==> src/rtl/shape_cmd_arbiter.sv <==
// shape_cmd_arbiter: round-robin sharing of the shape rasterizer between two command requesters.
// Watchdog in WAIT is built only when SHAPE_ARB_TIMEOUT_EN is defined.
module shape_cmd_arbiter #(
  parameter int WORD_W = 16,
  parameter int TIMEOUT_CYCLES = 1024
) (
  input  logic              clk,
  input  logic              reset,
  input  logic [1:0]        req_valid,
  input  logic [WORD_W-1:0] req_data0,
  input  logic [WORD_W-1:0] req_data1,
  output logic [1:0]        req_ready,
  output logic [WORD_W-1:0] op_data,
  output logic              shift_enable,
  output logic              new_shape,
  input  logic              shape_done,
  output logic [1:0]        grant,
  output logic [1:0]        done,
  output logic              timeout_err,
  output logic              busy
);
  typedef enum logic [2:0] {IDLE, LOAD, START, WAIT, DONE} state_t;
  state_t state;
  logic [1:0] word_cnt;
  logic last_served, pick1, expired;
  assign req_ready = grant & {2{state == LOAD}};
  assign shift_enable = |(req_valid & req_ready);
  assign op_data = !shift_enable ? '0 : grant[1] ? req_data1 : req_data0;
  assign busy = state != IDLE;
  // on a tie, requester 1 wins only if requester 0 was served last
  assign pick1 = req_valid[1] & (~req_valid[0] | ~last_served);
`ifdef SHAPE_ARB_TIMEOUT_EN
  logic [15:0] wdog;
  assign expired = (state == WAIT) && (wdog == 16'(TIMEOUT_CYCLES - 1));
  always_ff @(posedge clk or posedge reset)
    if (reset) wdog <= '0;
    else wdog <= (state == WAIT) ? wdog + 16'd1 : '0;
`else
  assign expired = 1'b0;
`endif
  always_ff @(posedge clk or posedge reset) begin
    if (reset) begin
      state <= IDLE;
      grant <= '0;
      word_cnt <= '0;
      last_served <= 1'b1;
      new_shape <= 1'b0;
      done <= '0;
      timeout_err <= 1'b0;
    end else begin
      new_shape <= 1'b0;
      done <= '0;
      timeout_err <= 1'b0;
      case (state)
        IDLE: if (|req_valid) begin
          grant <= pick1 ? 2'b10 : 2'b01;
          word_cnt <= '0;
          state <= LOAD;
        end
        LOAD: if (shift_enable) begin
          word_cnt <= word_cnt + 2'd1;
          if (word_cnt == 2'd2) begin
            state <= START;
            new_shape <= 1'b1;
          end
        end
        START: state <= WAIT;
        // a completion arriving together with expiry is a normal completion
        WAIT: if (shape_done || expired) begin
          state <= DONE;
          done <= grant;
          timeout_err <= ~shape_done;
        end
        DONE: begin
          state <= IDLE;
          grant <= '0;
          last_served <= grant[1];
        end
        default: state <= IDLE;
      endcase
    end
  end
endmodule
==> config.mk <==
export PLATFORM = sky130hd
export DESIGN_NAME = shape_cmd_arbiter
export DESIGN_NICKNAME = d
export VERILOG_FILES = /design/src/rtl/shape_cmd_arbiter.sv
export SDC_FILE = /design/constraint.sdc
export NUM_CORES = 1
export LEC_CHECK = 0
export CAP_MARGIN = 15
export CORE_UTILIZATION = 33
export DETAILED_ROUTE_END_ITERATION = 8
export PLACE_DENSITY = 0.8
export SLEW_MARGIN = 10
export SYNTH_ARGS = -nofsm -noshare
export SYNTH_HDL_FRONTEND = slang
export SYNTH_SLANG_ARGS = --single-unit
==> constraint.sdc <==
create_clock -name clk -period 1.4 [get_ports clk]
set_input_delay 0.21 -clock clk [delete_from_list [all_inputs] [get_ports clk]]
set_output_delay 0.21 -clock clk [all_outputs]
set_load 0.005 [all_outputs]
==> out/metrics.csv, run 1 <==
metric;value;unit
pwr-share-comb;77.8;%
antenna_cells;0;
start_util;36.6;%
ant_nets;0;
die_area;2750;um2
ys_seq_area_share;32.9;%
layout_common_cells;clkdlybuf4s50_1, buf_2, buf_4, mux2i_1, buf_6;
violations;negative setup slack;
post_drt_wl_per_cell;14.4;um
finalWorstSetupSlack;-0.280;ns
drive_above_1_share;47.4;%
port_buffers;61;
swShare;37.1;%
cts_max_level;1;
gp_congestion;0.872;
ir_drop;0.00110;V
dp.cells;183;
io_pins;63;
cp.required;1.19;ns
cts_max_path_buffers;2;
fp-row-count;17;
p_seq_share;15.4;%
synthesis.area;841;um2
gr-total-overflow;0;
critical_path_class;flop to output port;
cts_buffers;3;
mostFrequentLayoutCell;clkdlybuf4s50_1;
first_pass_iters;4;
maxCapViolations;0;
vias;999;
status;finished, violations left;
nFillCells;157;
finalInstanceArea;1760;um2
nNetsFinal;212;
endpoint_kind;output port;
hold_viol_final;0;
power.internal;0.00210;W
die_x;52.5;um
cts_tree;built;
clk_latency;0.28;ns
p_per_area;1900;nW/um2
pwr-share-clk;6.9;%
fmax;0.595;GHz
cts_num_sinks;11;
critPathArrivalTime;1.47;ns
power_leakage;0.825;nW
grt_pass1_wl;4510;um
grt_max_degree;12;
synth_ff_type;dfrtp_1;
syn_inst;88;
track_usage;23.4;%
area_growth;110;%
drc;0;
layout_min_cycle_time;1.68;ns
syn_nets;126;
die_y;52.5;um
crit_path_max_fanout;5;
setup_violations;19;
synth_seq_cells;11;
holdWs;0.228;ns
wl;2890;um
drt_iter0_drc;9;
yosysUniqueCellTypes;31;
grt_pass1_vias;1002;
ctsHoldBuffers;0;
yosys_warnings;0;
async_flop_share;100;%
path_clk_slew;0.08;ns
rsz0062_at_grt;true;
avgViaCountPerCell;4.97;
core;2300;um2
hpwl;1900;um
root_buffer;clkbuf_4;
p_sw;0.00124;W
placed_area;1540;um2
antenna_found_initial;0;
avgSynthCellArea;9.55;um2
synth_edf_count;0;
hold_class;primary input to async pin;
finalMaxSlewViolations;0;
start_kind;flop;
min_period_over_period;120;%
stdcell_count;201;
skew;0.00603;ns
## cell families (layout without fill, tap and decap cells)
logic type / after synthesis / in the layout / share of synthesized area (%)
flip-flops: 11 / 11 / 32.9
AND/OR/NAND/NOR: 33 / 33 / 19.5
multiplexers: 18 / 18 / 23.1
buffers and inverters: 13 / 98 / 9.37
other: 1 / 1 / 0.446
AO/OA/AOI/OAI: 11 / 11 / 13.2
adder cells (fa/ha/maj): 1 / 1 / 1.49
## per-layer routing
layer / wire length [um] / track usage (%) / share of wire [%]
met5: 0 / 0 / 0
met4: 39 / 9.21 / 1.3
met3: 201 / 4.64 / 7.0
met2: 1560 / 43.7 / 54
met1: 1090 / 25.2 / 38
## state kept, by name (all words and copies together), names as in the netlist
register and flops:
state 3, word_cnt 2, new_shape 1, grant 2, done 2, last_served 1
## final cells by class
type / count / area (um2) / area share [%]
sequential: 11 / 278 / 15.8
tap: 28 / 35.0 / 1.99
multi-input combinational: 64 / 582 / 33.0
clock buffer: 4 / 26.3 / 1.49
inverter: 6 / 22.5 / 1.28
timing repair buffer: 88 / 820 / 46.5
## synthesized netlist by cell type (2+ instances only)
cell type / instances / area (um2)
a32o_1: 2 / 20.0
mux2i_1: 16 / 160
and2_1: 2 / 12.5
inv_1: 6 / 22.5
o21ai_0: 2 / 10.0
dfrtp_1: 10 / 250
buf_2: 3 / 15.0
and3_1: 2 / 12.5
nand2_1: 3 / 11.3
nor2_1: 19 / 71.3
buf_6: 3 / 33.8
## critical path: stages (launching register included)
cell     delay [ns]
dfrtp_1        0.41
buf_6          0.14
buf_12         0.13
buf_12         0.12
mux2i_2        0.22
nor2_2         0.04
buf_2          0.12
## worst paths after layout
| path | end | depth (start not counted) | slack, ns | startpoint |
|---|---|---|---|---|
| max in group asynchronous | last_served | 2 | 0.83 | reset |
| max reg2reg | state[0] | 4 | 0.05 | state[1] |
| min in group clk | grant[1] | 3 | 0.51 | req_valid[1] |
| min reg2reg | word_cnt[0] | 1 | 0.52 | word_cnt[0] |
| min | word_cnt[0] | 2 | 0.23 | reset |
| max | op_data[4] | 6 | -0.28 | grant[1] |
## through the flow
stage	setup TNS [ns]	setup slack [ns]	total power (W)	util (%)
floorplan	0	0.218	0.00150	-
global placement	-9.32	-0.542	0.00237	67.0
detailed placement	-9.84	-0.555	0.00242	67.0
CTS	-3.96	-0.247	0.00314	74.0
global route	-4.97	-0.330	0.00354	76.7
finish	-3.95	-0.280	0.00335	76.7
## power by group through the flow
stage               clock (W)  sequential (W)  combinational (W)
CTS                  0.000228        0.000509            0.00240
floorplan                   0        0.000513           0.000991
detailed placement          0        0.000514            0.00190
global route         0.000247        0.000522            0.00277
global placement            0        0.000509            0.00186
finish               0.000229        0.000514            0.00260
## what timing repair did
| action | 4_1_cts | 5_1_grt |
|---|---|---|
| pin swaps | 11 | 11 |
| setup endpoints to repair | 22 | 22 |
| resized for setup | 110 | 20 |
| buffers inserted | 13 | 4 |
| cloned | 2 | 0 |
Power figures use the tool's default switching activity.
==> run 2, diff against run 1 <==
--- a/config.mk
+++ b/config.mk
@@ -5,10 +5,12 @@
 export SDC_FILE = /design/constraint.sdc
 export NUM_CORES = 1
 export LEC_CHECK = 0
-export CAP_MARGIN = 15
+export CAP_MARGIN = 40
 export CORE_UTILIZATION = 33
+export CTS_CLUSTER_SIZE = 12
 export DETAILED_ROUTE_END_ITERATION = 8
 export PLACE_DENSITY = 0.8
+export SKIP_LAST_GASP = 1
 export SLEW_MARGIN = 10
 export SYNTH_ARGS = -nofsm -noshare
 export SYNTH_HDL_FRONTEND = slang
==> run 2 against run 1 <==
  * The flow still finishes with violations (negative setup slack)
  * Sequential share of layout area about the same
  * First-iteration DRC count increased by 56%
  * Setup slack improved by 0.018 ns
  * Critical path type unchanged
  * Largest cell class unchanged
  * Largest power group unchanged
  * Highest routed layer unchanged
==> out/metrics.csv, run 2 (synthesis gave the netlist of run 1 again) <==
metric;value;unit;change
avgViaCountPerCell;5.05;;+1.6%
critPathArrivalTime;1.45;ns;-0.02 ns
wl;2790;um;-3.3%
cts_tree;built;;
crit_path_max_fanout;5;;unchanged
regMostFlops;state;;
hold_class;primary input to async pin;;
min_period_over_period;119;%;-1.3 points
mostFrequentLayoutCell;clkdlybuf4s50_1;;
die_y;52.5;um;unchanged
violations;negative setup slack;;
drt_iter0_drc;14;;+5
dp.cells;183;;unchanged
register_area;278;um2;unchanged
hpwl;1900;um;unchanged
path_clk_slew;0.07;ns;about the same
clk_latency;0.28;ns;about the same
grt_pass1_wl;4460;um;-0.91%
multi_input_area;583;um2;+0.22%
core;2300;um2;unchanged
nFillCells;160;;+1.9%
grt_pass1_vias;998;;-0.40%
p_per_area;1880;nW/um2;-0.92%
r2r_start;state[1];;
hold_viol_final;0;;unchanged
cts_max_path_buffers;2;;unchanged
endpoint_kind;output port;;
fp-row-count;17;;unchanged
crit_path_cell_trace;nor2_4 > nand3_4 > buf_4 > buf_6 > nor2_1 > buf_2;;
finalWorstSetupSlack;-0.262;ns;+0.0180 ns
first_pass_iters;4;;unchanged
start_util;36.6;%;unchanged
status;finished, violations left;;
ir_drop;0.00109;V;-0.24%
ant_nets;0;;unchanged
vias;1015;;+1.6%
stdcell_count;201;;unchanged
drive_above_1_share;47.4;%;unchanged
cp_slowest_cell;dfrtp_1;;
grtUsageMet1;25.0;%;-0.18 points
power_leakage;0.821;nW;-0.54%
setup_violations;19;;unchanged
cts_max_level;1;;unchanged
crit_path_start;state[1];;
cts_num_sinks;11;;unchanged
cp.required;1.19;ns;about the same
layout_common_cells;clkdlybuf4s50_1, buf_2, buf_4, mux2i_1;;
track_usage;23.1;%;-0.24 points
use_met3;4.64;%;unchanged
die_x;52.5;um;unchanged
critical_path_class;flop to output port;;
maxCapViolations;0;;unchanged
grt_max_degree;12;;unchanged
port_buffers;61;;unchanged
largest_reg_flops;3;;unchanged
cts_buffers;3;;unchanged
post_drt_wl_per_cell;13.9;um;-3.3%
layout_min_cycle_time;1.66;ns;-0.0180 ns
nNetsFinal;212;;unchanged
max_stage_delay;0.42;ns;about the same
met2_usage;43.0;%;-0.63 points
rsz0062_at_grt;true;;
die_area;2750;um2;unchanged
top_usage_layer;met2;;
finalMaxSlewViolations;0;;unchanged
io_pins;63;;unchanged
root_buffer;clkbuf_4;;
antenna_cells;0;;unchanged
antenna_found_initial;0;;unchanged
ctsHoldBuffers;0;;unchanged
start_kind;flop;;
fmax;0.602;GHz;+1.1%
gr-total-overflow;0;;unchanged
drc;0;;unchanged
finalSetupTns;-4.03;ns;-0.0733 ns
skew;0.00518;ns;-0.000850 ns
gp_congestion;0.872;;unchanged
area_growth;109;%;
==> run 2: cell count changes in the layout (fill, tap and decap cells not counted), sizes merged <==
cell,previous run,this run
clkdlybuf4s15,1,2
buf,47,46
==> run 2: worst paths after layout <==
check                      slack (ns)  depth (start not counted)           to
setup / recovery                -0.26                          6   op_data[3]
hold / removal                   0.22                          2  word_cnt[0]
setup reg to reg                 0.05                          4     state[0]
hold reg to reg                  0.52                          1  word_cnt[0]
max in group asynchronous        0.85                          2  last_served
min in group clk                 0.51                          3     grant[1]
==> run 2: layout make-up <==
cell class / count / share of cell area [%]
clock buffer: 4 / 1.49
inverter: 6 / 1.28
multi-input combinational: 64 / 33.1
sequential: 11 / 15.8
tap: 28 / 1.99
timing repair buffer: 88 / 46.3
==> run 2: metal layers <==
layer	share of wire, %	wire length [um]
met3	7.4	208
met1	39	1090
met4	1.4	39
met2	52	1450
met5	0	0
==> run 2: repair_timing <==
item                                    CTS  global route
resized for setup                       108            19
pin swaps                                11            12
buffers inserted                         13             4
gates cloned                              2             0
endpoints found under the setup margin   22            22
==> run 2: report_power, final <==
| part | leakage (nW) | total, W | switching, W | internal (W) |
|---|---|---|---|---|
| clock | 0.0150 | 0.000230 | 0.000119 | 0.000111 |
| combinational | 0.668 | 0.00257 | 0.00101 | 0.00156 |
| sequential | 0.138 | 0.000513 | 0.0000898 | 0.000423 |
==> run 2: per-stage QoR <==
step / hold WS, ns / worst slack (ns) / instance area (um2) / total power [W] / utilization [%]
2_1_floorplan: 0.0617 / 0.218 / 841 / 0.00150 / -
3_3_place_gp: 0.492 / -0.542 / 1540 / 0.00237 / 67.0
3_5_place_dp: 0.507 / -0.555 / 1540 / 0.00242 / 67.0
4_1_cts: 0.239 / -0.247 / 1700 / 0.00313 / 74.1
5_1_grt: 0.265 / -0.339 / 1760 / 0.00352 / 76.6
6_report: 0.218 / -0.262 / 1760 / 0.00331 / 76.6
==> run 2: critical path, delay by kind of cell (launching register included) <==
| kind | cells | cell delay [ns] |
|---|---|---|
| buffers and inverters | 3 | 0.39 |
| DFF | 1 | 0.42 |
| and+or+nand+nor | 3 | 0.36 |
==> run 3, diff against run 2 <==
--- a/config.mk
+++ b/config.mk
@@ -5,11 +5,13 @@
 export SDC_FILE = /design/constraint.sdc
 export NUM_CORES = 1
 export LEC_CHECK = 0
+export ABC_CLOCK_PERIOD_IN_PS = 1400
 export CAP_MARGIN = 40
-export CORE_UTILIZATION = 33
+export CORE_UTILIZATION = 60
 export CTS_CLUSTER_SIZE = 12
 export DETAILED_ROUTE_END_ITERATION = 8
-export PLACE_DENSITY = 0.8
+export DONT_BUFFER_PORTS = 1
+export PLACE_DENSITY = 0.77
 export SKIP_LAST_GASP = 1
 export SLEW_MARGIN = 10
 export SYNTH_ARGS = -nofsm -noshare
==> constraint.sdc (replaced) <==
create_clock -name clk -period 1.4 [get_ports clk]
set_input_delay 0.42 -clock clk [delete_from_list [all_inputs] [get_ports clk]]
set_output_delay 0.42 -clock clk [all_outputs]
set_load 0.005 [all_outputs]
==> run 3 against run 2 <==
  * The run still ends with negative setup slack left
  * Clock skew shrank 0.0032 ns
  * Sequential share of layout area rose by 12 points
  * Critical path depth fell by 2
  * Count of clock-buffer cells in the layout unchanged
  * Routed wire length shrank 28%
  * Flip-flop and latch count stayed put
  * Non-clock buffer count decreased by 72
  * Setup slack is essentially flat
  * Final cell count shrank 42%
  * Die area decreased by 44%
  * Via count shrank 30%
  * Register-to-register slack improved by 0.03 ns
  * Critical endpoint is now op_data[1]
  * Largest power group unchanged
==> out/metrics.csv, run 3 (synthesis gave the netlist of run 1 again) <==
metric;value;unit;change
status;finished, violations left;;
violations;negative setup slack;;
layout_min_cycle_time;1.66;ns;-0.000374 ns
antenna_found_initial;0;;unchanged
r2r_slack;0.08;ns;+0.03 ns
fp-row-count;13;;-4
min_period_over_period;119;%;about the same
io_pins;63;;unchanged
max_stage_delay;0.41;ns;about the same
path_clk_slew;0.07;ns;about the same
start_kind;flop;;
antenna_cells;0;;unchanged
vias;710;;-30%
p_per_area;2260;nW/um2;+20%
gp_congestion;0.736;;-16%
drt_iter0_drc;7;;-7
start_util;64.6;%;+28 points
cts_max_path_buffers;2;;unchanged
die_x;39.4;um;-25%
ctsHoldBuffers;0;;unchanged
critPathArrivalTime;1.24;ns;-0.21 ns
endpoint_kind;output port;;
finalWorstSetupSlack;-0.262;ns;+0.000374 ns
placed_area;871;um2;-43%
crit_path_max_fanout;9;;+4
hold_viol_final;0;;unchanged
port_buffers;0;;-100%
path_buf_inv;1;;-2
drc;0;;unchanged
nFillCells;81;;-49%
crit_family;simple AND/OR/NAND/NOR gates;;
ir_drop;0.00144;V;+32%
avgViaCountPerCell;6.12;;+21%
first_pass_iters;4;;unchanged
die_y;39.4;um;-25%
core;1300;um2;-43%
grt_pass1_vias;625;;-37%
post_drt_wl_per_cell;17.4;um;+25%
cp.required;0.98;ns;-0.21 ns
cp_slowest_cell;dfrtp_1;;
ant_nets;0;;unchanged
cts_max_level;1;;unchanged
fmax;0.602;GHz;about the same
skew;0.00194;ns;-0.00324 ns
hold_class;primary input to async pin;;
finalMaxSlewViolations;0;;unchanged
nNetsFinal;140;;-34%
power_leakage;0.479;nW;-42%
cts_tree;built;;
regMostFlops;state;;
layout_common_cells;nor2_1, mux2i_1, buf_4, dfrtp_1, inv_1;;
gr-total-overflow;0;;unchanged
clk_latency;0.26;ns;-0.02 ns
root_buffer;clkbuf_4;;
drive_above_1_share;33.7;%;-14 points
cts_buffers;3;;unchanged
track_usage;27.6;%;+4.5 points
setup_violations;20;;+1
rsz0062_at_grt;true;;
crit_path_cell_trace;nor2_4 > nand3_4 > buf_12 > nor2_1;;
finalSetupTns;-4.97;ns;-0.948 ns
area_growth;19.3;%;
grt_pass1_wl;2770;um;-38%
critical_path_class;flop to output port;;
hpwl;1460;um;-23%
grt_max_degree;12;;unchanged
maxCapViolations;0;;unchanged
largest_reg_flops;3;;unchanged
finalInstanceArea;1000;um2;-43%
wl;2020;um;-28%
mostFrequentLayoutCell;nor2_1;;
cts_num_sinks;11;;unchanged
die_area;1560;um2;-44%
-- run 3: metal layers --
layer / track usage, % / vias up / part of all wire, %
met5: 0 / - / 0
met4: 11.2 / 0 / 1.4
met3: 6.25 / 4 / 7.0
met2: 50.4 / 49 / 53
met1: 29.9 / 332 / 38
li1: - / 325 / -
-- run 3: layout make-up --
type / count / area, um2 / area share, %
clock buffers: 4 / 26.3 / 2.62
inverters: 6 / 22.5 / 2.24
multi-input cells: 64 / 514 / 51.2
well taps: 15 / 18.8 / 1.87
repair buffers: 16 / 144 / 14.3
flip-flops and latches: 11 / 278 / 27.7
-- run 3: timing repair --
action	4_1_cts	5_1_grt
endpoints found under the hold margin	0	0
pin swaps	1	0
gates resized for setup	8	3
setup endpoints to repair	20	20
buffers inserted	5	2
-- run 3: worst paths after layout --
path | start | end | cells past startpoint
max in group asynchronous | reset | last_served | 1
min in group clk | req_valid[1] | grant[1] | 1
worst max-delay path | state[1] | op_data[1] | 4
worst min-delay path | reset | done[1] | 1
worst max register to register | grant[1] | word_cnt[1] | 6
worst min register to register | word_cnt[0] | word_cnt[0] | 1
-- run 3: power by group --
| part | internal (W) | switching [W] | total, W | leakage, nW |
|---|---|---|---|---|
| clock | 0.000110 | 0.000107 | 0.000217 | 0.0150 |
| combinational | 0.000805 | 0.000713 | 0.00152 | 0.326 |
| sequential | 0.000424 | 0.000108 | 0.000532 | 0.138 |
-- run 3: worst register-to-register path: cells and delay by family (launching register included) --
kind,cells,cell delay [ns]
AOI/OAI and AO/OA,2,0.32
buffers and inverters,3,0.37
DFF,1,0.42
and+or+nand+nor,1,0.10
-- run 3: stage by stage --
| stage | total power [W] | worst slack [ns] | std cells | hold slack (ns) | util (%) |
|---|---|---|---|---|---|
| 3_3_place_gp | 0.00166 | -0.0486 | 105 | 0.321 | 66.9 |
| 2_1_floorplan | 0.00150 | 0.00850 | 88 | 0.272 | - |
| 6_report | 0.00227 | -0.262 | 116 | 0.0283 | 77.1 |
| 4_1_cts | 0.00216 | -0.245 | 114 | 0.0408 | 75.1 |
| 5_1_grt | 0.00241 | -0.309 | 116 | 0.0599 | 77.1 |
| 3_5_place_dp | 0.00171 | -0.0912 | 105 | 0.327 | 66.9 |
